## config.mk

```make
export PLATFORM = sky130hd
export DESIGN_NAME = gpr_wb_arbiter_flat
export DESIGN_NICKNAME = d
export VERILOG_FILES = /design/src/rtl/gpr_wb_arbiter_if.sv /design/src/rtl/gpr_wb_arbiter.sv /design/src/flat_wrapper.sv
export SDC_FILE = /design/constraint.sdc
export NUM_CORES = 1
export LEC_CHECK = 0
export CAP_MARGIN = 40
export CORE_MARGIN = 2
export CORE_UTILIZATION = 42
export CTS_CLUSTER_SIZE = 8
export DETAILED_ROUTE_END_ITERATION = 7
export GPL_TIMING_DRIVEN = 0
export PLACE_DENSITY = 0.77
export SYNTH_ARGS = -nofsm -noshare
export SYNTH_HDL_FRONTEND = slang
export SYNTH_SLANG_ARGS = --single-unit
```

## constraint.sdc

```tcl
create_clock -name clk -period 2 [get_ports clk]
set_input_delay 0.2 -clock clk [delete_from_list [all_inputs] [get_ports clk]]
set_output_delay 0.2 -clock clk [all_outputs]
set_load 0.005 [all_outputs]
```

## src/rtl/gpr_wb_arbiter_if.sv

```systemverilog
// rtl/gpr_wb_arbiter_if.sv - writeback arbiter request/grant/scoreboard bus bundle
interface gpr_wb_arbiter_if;
    logic        p_we;
    logic [4:0]  p_a3;
    logic [31:0] p_wd;
    logic        wb_stall;
    logic        m_valid;
    logic [4:0]  m_a3;
    logic [31:0] m_wd;
    logic        m_ready;
    logic        iss_valid;
    logic [4:0]  iss_a3;
    logic        iss_ready;
    logic [4:0]  rs1;
    logic [4:0]  rs2;
    logic [4:0]  rd;
    logic        hz_stall;
    logic        gpr_we;
    logic [4:0]  gpr_a3;
    logic [31:0] gpr_wd;

    modport master (
        output p_we, p_a3, p_wd, m_valid, m_a3, m_wd, iss_valid, iss_a3, rs1, rs2, rd,
        input  wb_stall, m_ready, iss_ready, hz_stall, gpr_we, gpr_a3, gpr_wd
    );

    modport slave (
        input  p_we, p_a3, p_wd, m_valid, m_a3, m_wd, iss_valid, iss_a3, rs1, rs2, rd,
        output wb_stall, m_ready, iss_ready, hz_stall, gpr_we, gpr_a3, gpr_wd
    );
endinterface

```

## src/rtl/gpr_wb_arbiter.sv

```systemverilog
// rtl/gpr_wb_arbiter.sv - GPR write port arbiter between pipeline and mul/div with busy scoreboard
module gpr_wb_arbiter (
    input  logic            clk,
    input  logic            rst,
    gpr_wb_arbiter_if.slave bus
);
    logic        buf_valid_q, buf_valid_d;
    logic [4:0]  buf_a3_q, buf_a3_d;
    logic [31:0] buf_wd_q, buf_wd_d;
    logic [1:0]  wait_cnt_q, wait_cnt_d;
    logic [31:0] busy_q, busy_d;

    logic p_live;
    logic buf_grant;
    logic m_accept;
    logic iss_ok;
    logic iss_fire;

    // Arbitration, write-port drive, handshakes and next-state for buffer, age counter and scoreboard
    always_comb begin
        p_live    = bus.p_we && (bus.p_a3 != 5'd0);
        // The buffer wins when the pipeline is idle or after three consecutive denials
        buf_grant = buf_valid_q && (!p_live || (wait_cnt_q == 2'd3));
        m_accept  = bus.m_valid && !buf_valid_q;
        iss_ok    = !busy_q[bus.iss_a3];
        iss_fire  = bus.iss_valid && iss_ok && (bus.iss_a3 != 5'd0);

        bus.m_ready   = !buf_valid_q;
        bus.iss_ready = iss_ok;
        bus.hz_stall  = busy_q[bus.rs1] | busy_q[bus.rs2] | busy_q[bus.rd];

        bus.gpr_we   = 1'b0;
        bus.gpr_a3   = 5'd0;
        bus.gpr_wd   = 32'd0;
        bus.wb_stall = 1'b0;
        if (!rst) begin
            if (buf_grant) begin
                bus.wb_stall = p_live;
                // An entry for x0 is consumed without touching the register file
                if (buf_a3_q != 5'd0) begin
                    bus.gpr_we = 1'b1;
                    bus.gpr_a3 = buf_a3_q;
                    bus.gpr_wd = buf_wd_q;
                end
            end else if (p_live) begin
                bus.gpr_we = 1'b1;
                bus.gpr_a3 = bus.p_a3;
                bus.gpr_wd = bus.p_wd;
            end
        end

        buf_valid_d = buf_valid_q;
        buf_a3_d    = buf_a3_q;
        buf_wd_d    = buf_wd_q;
        // Accept and grant are mutually exclusive because acceptance needs an empty buffer
        if (m_accept) begin
            buf_valid_d = 1'b1;
            buf_a3_d    = bus.m_a3;
            buf_wd_d    = bus.m_wd;
        end else if (buf_grant) begin
            buf_valid_d = 1'b0;
        end

        wait_cnt_d = wait_cnt_q;
        if (!buf_valid_q || buf_grant) begin
            wait_cnt_d = 2'd0;
        end else if (wait_cnt_q != 2'd3) begin
            wait_cnt_d = wait_cnt_q + 2'd1;
        end

        // Clear first so a same-register issue in the same cycle leaves the bit set
        busy_d = busy_q;
        if (buf_grant && (buf_a3_q != 5'd0)) begin
            busy_d[buf_a3_q] = 1'b0;
        end
        if (iss_fire) begin
            busy_d[bus.iss_a3] = 1'b1;
        end
        busy_d[0] = 1'b0;
    end

    // State registers with synchronous reset dropping any buffered entry and pending destinations
    always_ff @(posedge clk) begin
        if (rst) begin
            buf_valid_q <= 1'b0;
            buf_a3_q    <= 5'd0;
            buf_wd_q    <= 32'd0;
            wait_cnt_q  <= 2'd0;
            busy_q      <= 32'd0;
        end else begin
            buf_valid_q <= buf_valid_d;
            buf_a3_q    <= buf_a3_d;
            buf_wd_q    <= buf_wd_d;
            wait_cnt_q  <= wait_cnt_d;
            busy_q      <= busy_d;
        end
    end
endmodule
```

## src/flat_wrapper.sv

```systemverilog
// flat-port wrapper written by rule: the top's interface ports become plain ports
module gpr_wb_arbiter_flat 
  (clk, rst, bus_p_we, bus_p_a3, bus_p_wd, bus_m_valid, bus_m_a3, bus_m_wd, bus_iss_valid, bus_iss_a3, bus_rs1, bus_rs2, bus_rd, bus_wb_stall, bus_m_ready, bus_iss_ready, bus_hz_stall, bus_gpr_we, bus_gpr_a3, bus_gpr_wd);
  gpr_wb_arbiter_if bus_i ();
  input  logic clk;
  input  logic rst;
  input wire logic [$bits(bus_i.p_we)-1:0] bus_p_we;
  input wire logic [$bits(bus_i.p_a3)-1:0] bus_p_a3;
  input wire logic [$bits(bus_i.p_wd)-1:0] bus_p_wd;
  input wire logic [$bits(bus_i.m_valid)-1:0] bus_m_valid;
  input wire logic [$bits(bus_i.m_a3)-1:0] bus_m_a3;
  input wire logic [$bits(bus_i.m_wd)-1:0] bus_m_wd;
  input wire logic [$bits(bus_i.iss_valid)-1:0] bus_iss_valid;
  input wire logic [$bits(bus_i.iss_a3)-1:0] bus_iss_a3;
  input wire logic [$bits(bus_i.rs1)-1:0] bus_rs1;
  input wire logic [$bits(bus_i.rs2)-1:0] bus_rs2;
  input wire logic [$bits(bus_i.rd)-1:0] bus_rd;
  output wire logic [$bits(bus_i.wb_stall)-1:0] bus_wb_stall;
  output wire logic [$bits(bus_i.m_ready)-1:0] bus_m_ready;
  output wire logic [$bits(bus_i.iss_ready)-1:0] bus_iss_ready;
  output wire logic [$bits(bus_i.hz_stall)-1:0] bus_hz_stall;
  output wire logic [$bits(bus_i.gpr_we)-1:0] bus_gpr_we;
  output wire logic [$bits(bus_i.gpr_a3)-1:0] bus_gpr_a3;
  output wire logic [$bits(bus_i.gpr_wd)-1:0] bus_gpr_wd;
  assign bus_i.p_we = bus_p_we;
  assign bus_i.p_a3 = bus_p_a3;
  assign bus_i.p_wd = bus_p_wd;
  assign bus_i.m_valid = bus_m_valid;
  assign bus_i.m_a3 = bus_m_a3;
  assign bus_i.m_wd = bus_m_wd;
  assign bus_i.iss_valid = bus_iss_valid;
  assign bus_i.iss_a3 = bus_iss_a3;
  assign bus_i.rs1 = bus_rs1;
  assign bus_i.rs2 = bus_rs2;
  assign bus_i.rd = bus_rd;
  assign bus_wb_stall = bus_i.wb_stall;
  assign bus_m_ready = bus_i.m_ready;
  assign bus_iss_ready = bus_i.iss_ready;
  assign bus_hz_stall = bus_i.hz_stall;
  assign bus_gpr_we = bus_i.gpr_we;
  assign bus_gpr_a3 = bus_i.gpr_a3;
  assign bus_gpr_wd = bus_i.gpr_wd;
  gpr_wb_arbiter u_core (.clk(clk), .rst(rst), .bus(bus_i));
endmodule
```

==> results.md <==
* Outcome: finished with violations
* Failing checks: negative setup slack
* Clk slew on worst S/H paths at 0.07 ns
* Slack of the worst reg-to-reg path at 0.03 ns
* Congestion Overflow GR at 0
* Yosys reg bits at 71
* HPWL after DPL at 11.22 mm
* Mapped Cells at 520
* Xor and xnor area share after synthesis at 0%
* Fin cells at 815
* Inserted Diodes at 0
* Core region area at 10,230 sq um
* Simple logic cell fraction of the synthesized area at 23.37%
* Yosys cell types at 48
* Reg2reg path depth at 3
* Post-synth EDFFs at 0
* Initial Util at 42.71%
* CP Class: reg2out
* Share of post-route cells with drive strength above 1 at 31.96%
* DRC at 0
* DR WL/cell at 19.55 microns
* Compound-Gate Fraction of Synth Area at 22.71%
* Worst path required time at 1.80 ns
* Clk root buf: clkbuf_8
* DRT Pass-1 Iters at 4
* Cell family with most CP delay: compound AO/OA/AOI/OAI gates
* DP Cell Count at 784
* Worst path max stage delay at 0.49 ns
* TritonCTS Sinks at 71
* Area leader, netlist: dfxtp_1
* Largest net degree at the start of global routing at 12
* Critical path capture point type: primary output
* I/O Buffers at 128
* TritonCTS clock tree: done
* Htree depth at 3
* RePlAce Congestion at 0.9170
* Number of max-cap violations at 0
* Top post-synthesis cells by area: dfxtp_1 (33%), mux4_2 (14%), nand2_1 (8.1%)
* CTS Buffer Depth at 2
* Register area share after synthesis at 32.53%
* First-pass GRT wire length at 24.34 mm
* Cell-by-cell trace of the critical path: mux4_2, a32o_2, o21ai_2, o21ai_1, a31oi_1, buf_2
* Final Util at 62.88%
* Fin crit period at 2.287 ns
* Worst r2r dst: u_core.busy_q[11]
* Area growth syn-to-layout at 47.25%
* Cts hold-fix bufs at 0
* Leakage at 2.369 nW
* Multi-input gate area at 3047 sq um
* Max VDD drop at 0.2896 mV
* DIE AREA at 11,230 sq um
* Latest clock arrival within the worst-skew pair at 0.35 ns
* Num CTS Buffers at 9
* CP startpoint kind: register
* Slew Limit Fails at 0
* Via count at 4,942
* RR Startpoint: u_core.busy_q[11]
* Iteration-0 DRC count of the detailed router at 311
* Fin nets at 775
* Commonest non-fill, non-tap cells in the layout: nand2_1 (91), clkdlybuf4s50_1 (82), dfxtp_1 (46)
* Setup ws final at -0.2870 ns
* Final Skew at 0.003779 ns
* Die Y at 106.0 microns
* Fill cells at 848
* Post-synthesis mux area share at 16.55%
* GRT Util Overall at 27.41%
* Worst-margin pin slew at 0.9765 ns
* Final Hold Viols at 0
* Register cell area after layout at 1455 sq um
* Ys Warns at 0
* Top cell type's share of synthesized area at 32.53%
* Mean Syn Cell Area at 8.402 sq um
* Endpoints failing setup at 38
* Post-synthesis adder-cell area fraction at 0.2864%
* CP arrival at 2.09 ns
* Mapped Area at 4369 sq um
* Setup TNS at -6.650 ns
* Initial antenna violation count at 0
* Worst hold path depth at 3
* Post-DRT Antenna Nets at 0
* Dpl ws at -1.299 ns
* Top FF cell, synth: dfxtp_1
* Worst relative slew slack at 33.98%
* Die Wd at 106.0 microns
* PwrDens at 568.4 nW/um^2
* Synthesized Nets at 620
* Critical path fanouts, max at 5
* Tcrit/Tclk final at 114.4%
* Min-delay src: bus_iss_a3[4]
* Hold EP: u_core.busy_q[20]
* Largest family of logic cells by synthesized area: simple AND/OR/NAND/NOR gates
* Total wire length at 15.93 mm
* Async set-reset flop share out of synthesis at 0%
* Commonest non-fill, non-tap cell in the layout: nand2_1
* I/O pin cnt at 141
* Vias per inst at 6.064
* Buf+Inv Stages, Crit Path at 1
* Highest Clock Rate at 437.3 MHz
* Num rows at 37
* Slowest-stage cell, CP: mux4_2
* Vias in the first global route at 4,813
* Hold Path Class: in2reg
* RSZ-0062 raised after global routing: true
-- worst min-delay path, stage by stage --
cell      delay, ns
clkbuf_1       0.20
nand3_1        0.19
o21ai_0        0.09
-- synthesized netlist by cell type, drive strengths merged (2+ instances only) --
cell type	instances
or2	2
nand4	8
a32o	12
nor2b	11
and4	2
a22oi	32
nand2b	6
clkbuf	36
a21oi	46
mux4	27
o211ai	21
dfxtp	71
and2	2
a221oi	2
o21ai	25
nor4	4
or4	4
nor2	45
inv	7
mux2	4
mux2i	7
nor3b	3
nand3b	3
nand3	11
nor4b	4
nand2	95
and3	5
buf	7
and3b	3
nand4b	3
-- how the worst max path moves through the flow --
stage | cells after the start | slack (ns) | from | end
after global routing | 10 | -0.33 | bus_p_a3[2] | bus_gpr_wd[28]
final | 6 | -0.29 | u_core.busy_q[18] | bus_iss_ready
after floorplan | 6 | 0.008 | bus_iss_a3[1] | bus_iss_ready
after CTS | 10 | -0.31 | bus_p_a3[4] | bus_gpr_wd[28]
after detailed placement | 8 | -1.30 | bus_p_a3[2] | bus_gpr_wd[28]
after global placement | 8 | -1.24 | bus_p_a3[2] | bus_gpr_wd[17]
-- per-layer routing --
| metal | vias to the layer above | track usage (%) | part of all wire [%] | wire length, microns |
|---|---|---|---|---|
| met1 | 2365 | 31.98 | 38 | 6088 |
| li1 | 2254 | - | - | - |
| met4 | 0 | 13.53 | 3.3 | 520 |
| met5 | - | 0 | 0 | 0 |
| met3 | 40 | 5.641 | 8.8 | 1395 |
| met2 | 283 | 47.79 | 50 | 7927 |
-- cells by family (layout without fill, tap and decap cells) --
kind of cell               after synthesis  in the layout
AOI/OAI and AO/OA                      148            148
and+or+nand+nor                        211            211
DFF                                     71             71
adders and majority gates                1              1
muxes                                   38             38
buffers and inverters                   51            210
-- sequential cells by signal, indices dropped and copies added, names as in the netlist --
register	flops
u_core.buf_a3_q	5
u_core.buf_valid_q	1
u_core.buf_wd_q	32
u_core.busy_q	31
u_core.wait_cnt_q	2
-- metrics by stage --
stage	instance area (sq um)	hold WS (ns)	total power [W]
CTS	6236	0.3553	0.003600
global placement	5821	0.4173	0.002229
floorplan	4369	0.3360	0.001873
global route	6434	0.3987	0.003789
detailed placement	5821	0.4209	0.002244
finish	6434	0.3697	0.003657
-- where the power goes --
group | internal [W] | leakage [nW] | total, W | switching [W]
clock | 0.000796 | 0.118 | 0.00134 | 0.000548
sequential | 0.00147 | 0.591 | 0.00153 | 0.0000575
combinational | 0.000395 | 1.66 | 0.000787 | 0.000392
-- area by class of cell --
| class | instances | area share [%] |
|---|---|---|
| Buffer | 41 | 3.384 |
| Clock buffer | 12 | 2.567 |
| Timing Repair Buffer | 146 | 19.91 |
| Sequential cell | 71 | 22.62 |
| Inverter | 8 | 0.5056 |
| Tap cell | 136 | 2.645 |
| Clock inverter | 3 | 1.011 |
| Multi-Input combinational cell | 398 | 47.36 |
-- timing repair --
item	in CTS	in global routing
pin swaps	30	26
cloned	3	0
endpoints found under the setup margin	51	50
resized for setup	263	49
buffers inserted	11	5
Power figures use the tool's default switching activity.
